[config.mk]
export PLATFORM = sky130hd
export DESIGN_NAME = fetch_ctrl
export DESIGN_NICKNAME = d
export VERILOG_FILES = /design/src/rtl/fetch_ctrl.sv
export SDC_FILE = /design/constraint.sdc
export NUM_CORES = 1
export LEC_CHECK = 0
export ABC_AREA = 1
export ABC_CLOCK_PERIOD_IN_PS = 3400
export BUFFER_PORTS_ARGS = -buffer_cell sky130_fd_sc_hd__buf_4
export CORE_UTILIZATION = 30
export CTS_CLUSTER_DIAMETER = 150
export DETAILED_ROUTE_END_ITERATION = 12
export GPL_ROUTABILITY_DRIVEN = 1
export SETUP_SLACK_MARGIN = 0.3
export SLEW_MARGIN = 30
export SYNTH_ARGS = -nofsm -noshare
export SYNTH_HDL_FRONTEND = slang
export SYNTH_SLANG_ARGS = --single-unit
[constraint.sdc]
create_clock -name clk -period 3.4 [get_ports clk]
set_input_delay 0.17 -clock clk [delete_from_list [all_inputs] [get_ports clk]]
set_output_delay 0.17 -clock clk [all_outputs]
set_load 0.02 [all_outputs]
[src/rtl/fetch_ctrl.sv]
// Instruction-fetch sequencer: owns the PC, issues memory reads and
// buffers returned instructions in a 2-entry queue toward decode.
module fetch_ctrl #(
  parameter int                ADDR_W    = 64,
  parameter logic [ADDR_W-1:0] RESET_PC  = '0,
  parameter int                MEM_DEPTH = 1024
) (
  input  logic              clk,
  input  logic              rst_n,
  input  logic              fetch_en,
  output logic [ADDR_W-1:0] mem_addr,
  input  logic [31:0]       mem_data,
  output logic              inst_valid,
  input  logic              inst_ready,
  output logic [31:0]       inst_out,
  output logic [ADDR_W-1:0] inst_pc,
  input  logic              redir_valid,
  input  logic [ADDR_W-1:0] redir_pc,
  output logic              fetch_err
);

  typedef enum logic [1:0] {
    IDLE,
    RUN,
    ERR
  } state_t;

  state_t            state;
  state_t            state_nx;
  logic [ADDR_W-1:0] pc;
  logic [ADDR_W-1:0] pc_q;
  logic              req_q;
  logic [1:0]        count;
  logic [31:0]       tl_inst;
  logic [ADDR_W-1:0] tl_pc;
  logic              pop;
  logic              push;
  logic              issue;
  logic [2:0]        occ;
  logic              pc_bad;
  logic              rd_bad;

  function automatic logic bad(input logic [ADDR_W-1:0] a);
    return ((a >> 2) >= ADDR_W'(MEM_DEPTH)) || (a[1:0] != 2'b00);
  endfunction

  assign pc_bad     = bad(pc);
  assign rd_bad     = bad(redir_pc);
  assign mem_addr   = pc >> 2;
  assign inst_valid = (count != 2'd0);
  assign pop        = inst_valid & inst_ready;
  assign push       = req_q & ~redir_valid;
  // Occupancy after this cycle's pop, counting the in-flight read.
  assign occ        = 3'(count) + 3'(req_q) - 3'(pop);
  assign issue      = (state == RUN) && !pc_bad &&
                      !redir_valid && (occ < 3'd2);

  always_comb begin
    state_nx = state;
    if (redir_valid) begin
      if (rd_bad)
        state_nx = ERR;
      else if (state == ERR)
        state_nx = IDLE;
    end else begin
      unique case (state)
        IDLE: begin
          if (pc_bad)        state_nx = ERR;
          else if (fetch_en) state_nx = RUN;
        end
        RUN: begin
          if (pc_bad)         state_nx = ERR;
          else if (!fetch_en) state_nx = IDLE;
        end
        default: state_nx = ERR;
      endcase
    end
  end

  always_ff @(posedge clk or negedge rst_n) begin
    if (!rst_n) begin
      state     <= IDLE;
      fetch_err <= 1'b0;
    end else begin
      state     <= state_nx;
      fetch_err <= (state_nx == ERR);
    end
  end

  always_ff @(posedge clk or negedge rst_n) begin
    if (!rst_n) begin
      pc       <= RESET_PC;
      pc_q     <= '0;
      req_q    <= 1'b0;
      count    <= 2'd0;
      inst_out <= '0;
      inst_pc  <= '0;
      tl_inst  <= '0;
      tl_pc    <= '0;
    end else begin
      req_q <= issue;
      if (issue) begin
        pc_q <= pc;
        pc   <= pc + ADDR_W'(4);
      end
      if (redir_valid) begin
        count <= 2'd0;
        if (!rd_bad)
          pc <= redir_pc;
      end else begin
        unique case (1'b1)
          pop && (count == 2'd2): begin
            inst_out <= tl_inst;
            inst_pc  <= tl_pc;
            if (push) begin
              tl_inst <= mem_data;
              tl_pc   <= pc_q;
              count   <= 2'd2;
            end else begin
              count   <= 2'd1;
            end
          end
          push && ((count == 2'd0) ||
                   ((count == 2'd1) && pop)): begin
            inst_out <= mem_data;
            inst_pc  <= pc_q;
            count    <= 2'd1;
          end
          push && (count == 2'd1) && !pop: begin
            tl_inst <= mem_data;
            tl_pc   <= pc_q;
            count   <= 2'd2;
          end
          pop && !push && (count == 2'd1): begin
            count <= 2'd0;
          end
          default: ;
        endcase
      end
    end
  end

endmodule

==> metrics.json <==
{
  "synthesis": {
    "ys_types": 34,
    "largest_area_contributor_in_the_netlist": "sky130_fd_sc_hd__dfrtp_1",
    "netlist_instances": 1646,
    "post_synth_main_area_contributors": "sky130_fd_sc_hd__dfrtp_1, sky130_fd_sc_hd__inv_1, sky130_fd_sc_hd__nor2_1",
    "avg_synthesized_cell_area_um2": 8.69,
    "ys_async_sr_fraction": 1.00,
    "postSynth.topFlopCell": "sky130_fd_sc_hd__dfrtp_1",
    "number_of_warnings_printed_during_yosys_synthesis": 0,
    "syn_area_um2": 14300,
    "synth_seq_area_share": 0.570,
    "synth_edf_count": 0,
    "ys_ff_latch": 326,
    "share_of_yosys_cell_area_claimed_by_the_top_area_cell_type": 0.570
  },
  "die": {
    "num_io_pins": 263,
    "starting_density": 0.306,
    "fp.coreArea_um2": 46800,
    "chipHeight_um": 220,
    "fp.dieArea_um2": 48500,
    "fp-row-count": 79,
    "floorplan.die.width_um": 220
  },
  "placed_design": {
    "detailed_place_hpwl_um": 21900,
    "buffer_ports.inserted": 260,
    "placed_cells": 2388,
    "placed_cell_area_um2": 16400,
    "detailedPlace.worstSlack_ns": 0.333,
    "final_weighted_congestion_of_routability_driven_global_placement": 0.841
  },
  "critical_path": {
    "critPathMaxStageDelay_ns": 0.49,
    "regToRegSetupSlack_ns": 0.50,
    "worst_r2r_startpoint": "count[1]$_DFFE_PN0P_",
    "worst-endpoint-arrival_ns": 3.33,
    "critical_path_peak_fanout": 56,
    "cp-end-kind": "flip-flop",
    "crit_path_cell_trace": "nor2_1, nor2_1, ha_1, or2_2, fa_1, nand3_1, nor2_4, nand3_4, buf_12, nand2_1, inv_1",
    "cpMostUsedCell": "sky130_fd_sc_hd__nor2_1",
    "worst_setup_path_type": "reg -> reg",
    "crit_slowest_cell": "sky130_fd_sc_hd__fa_1",
    "worstReg2RegEnd": "pc_q[33]$_DFFE_PN0N_",
    "critPathLaunch": "count[1]$_DFFE_PN0P_",
    "number_of_cells_on_the_worst_reg_to_reg_path": 11,
    "cp_data_required_time_ns": 3.83,
    "critical_path.startpoint_type": "flip-flop",
    "cp-endpoint": "pc_q[33]$_DFFE_PN0N_"
  },
  "sta": {
    "final_max_slew_viol_count": 0,
    "worst_slew_pin_slew_ns": 0.854,
    "final_period_minus_worst_setup_slack_ns": 2.90,
    "grt_setup_unrepaired": "false",
    "hold_violations": 0,
    "finalSetupViolations": 0,
    "worst_clock_skew_ns": 0.00815,
    "final.setup.worst_slack_ns": 0.500,
    "final.period_utilization": 0.853,
    "max_freq_mhz": 345,
    "setup_tns_ns": 0,
    "slew-limit-headroom": 0.430,
    "worst_case_hold_slack_ns": 0.0611
  },
  "drt": {
    "num_vias": 11000,
    "detail_route.wl_per_cell_um": 13.9,
    "antenna_left": 0,
    "dr.first_iter.drc_count": 620,
    "drt-vias-per-instance": 4.41,
    "wl_um": 34800,
    "drc_errors": 12,
    "detailedRoute.firstPassIterationCount": 9
  },
  "clocking": {
    "postCtsSetupRepairBufs": 0,
    "clock_sink_count": 326,
    "clock_latency_ns": 0.54,
    "clkSlewWorstSetupHoldPaths_ns": 0.06,
    "h-tree-depth": 2,
    "tritoncts": "yes",
    "clock_tree_root_buffer_cell": "sky130_fd_sc_hd__clkbuf_16",
    "cts_buffer_depth": 3,
    "cts_buffers": 39
  },
  "layout": {
    "layout.cells.most_common_list": "sky130_fd_sc_hd__dfrtp_1, sky130_fd_sc_hd__buf_4, sky130_fd_sc_hd__inv_1",
    "fillers": 4623,
    "regArea_um2": 8160,
    "drive_gt1_frac": 0.188,
    "layout.cells.most_common": "sky130_fd_sc_hd__dfrtp_1",
    "finalInstanceArea_um2": 18200,
    "design.final.nets": 1973,
    "antennaDiodeCount": 0,
    "layout_area_growth_over_synthesis_pct": 27.1,
    "multiInputGateArea_um2": 4380,
    "final_core_util": 0.389,
    "stdcell_count": 2502
  },
  "power": {
    "lkg_pwr_nw": 9.02,
    "power.ir.vdd_worst_uv": 298,
    "pwr_density_cell_nw_per_um2": 525,
    "p_total_mw": 9.54
  },
  "flow_run": {
    "drv_cap": 0
  },
  "hold_path": {
    "hold_path_depth": 4,
    "timing.hold.worst.class": "in -> reg"
  },
  "global_route": {
    "antenna_found_initial": 0,
    "groute.usage.overall": 0.144,
    "grt_max_degree": 194,
    "first_global_vias": 10900,
    "first_pass_grt_wire_length_um": 56300,
    "grt-ovfl-total": 0
  },
  "run_status": {
    "failed_checks": "design-rule violations",
    "run_status": "complete, but fails checks"
  }
}
==> cell families after synthesis <==
kind of cell	share of synthesized area
buffers and inverters	0.128
AND/OR/NAND/NOR	0.185
adder cells (fa/ha/maj)	0.00402
other	0.000262
AO/OA/AOI/OAI	0.111
XOR/XNOR	0.000613
flip-flops	0.570
==> where the power goes <==
part | switching [mW] | internal [mW] | leakage (nW)
Sequential | 0.143 | 4.11 | 3.95
Clock | 1.64 | 2.64 | 0.647
Combinational | 0.561 | 0.442 | 4.42
Total | 2.34 | 7.20 | 9.02
==> critical path: cells and delay by family (launching register included) <==
family / cells / cell delay [ns]
and+or+nand+nor: 7 / 1.19
adders and majority gates: 2 / 0.76
DFF: 1 / 0.46
buffers and inverters: 2 / 0.32
==> Yosys cell counts (6+ instances only) <==
master / number
sky130_fd_sc_hd__a21oi_1: 98
sky130_fd_sc_hd__buf_2: 41
sky130_fd_sc_hd__buf_4: 65
sky130_fd_sc_hd__buf_6: 10
sky130_fd_sc_hd__clkbuf_1: 23
sky130_fd_sc_hd__dfrtp_1: 326
sky130_fd_sc_hd__inv_1: 242
sky130_fd_sc_hd__nand2_1: 228
sky130_fd_sc_hd__nand3_1: 28
sky130_fd_sc_hd__nand4_1: 7
sky130_fd_sc_hd__nor2_1: 229
sky130_fd_sc_hd__nor3_1: 6
sky130_fd_sc_hd__nor4_1: 10
sky130_fd_sc_hd__o21ai_0: 169
sky130_fd_sc_hd__o21ai_1: 44
sky130_fd_sc_hd__or2_0: 83
sky130_fd_sc_hd__or2_1: 13
==> metal layers <==
layer / GRT usage / share of wire / up-vias
met1: 0.183 / 0.43 / 5249
met4: 0.0430 / 0.023 / 0
met5: 0 / 0 / -
li1: - / - / 5467
met2: 0.242 / 0.48 / 270
met3: 0.0355 / 0.064 / 49
==> worst min path at each step <==
stage / startpoint / endpoint / slack (ns)
floorplan: rst_n / count[0]$_DFFE_PN0P_ / -0.13
global placement: rst_n / inst_pc[48]$_DFFE_PN0P_ / 0.32
detailed placement: rst_n / tl_pc[48]$_DFFE_PN0P_ / 0.32
CTS: redir_valid / count[0]$_DFFE_PN0P_ / 0.009
global route: redir_valid / count[0]$_DFFE_PN0P_ / 0.07
finish: redir_valid / count[0]$_DFFE_PN0P_ / 0.06
==> state kept, by name, summed over array words and instances, names as in the netlist <==
name	count
inst_out	32
inst_pc	64
pc_q	64
req_q	1
state	2
pc	64
count	2
tl_inst	32
fetch_err	1
tl_pc	64
==> cell type report <==
cell class,count,share of cell area
tap,607,0.0418
multi-input combinational,934,0.241
sequential,326,0.449
clock buffer,47,0.0575
timing repair buffer,321,0.146
clock inverter,21,0.0147
inverter,246,0.0508
==> repair_timing <==
action                                  CTS  global route
hold buffers                             45             0
endpoints found under the setup margin    0            64
gates resized for setup                   0             4
hold endpoints to repair                173             0
Note: power is estimated with default switching activity, not from simulation.
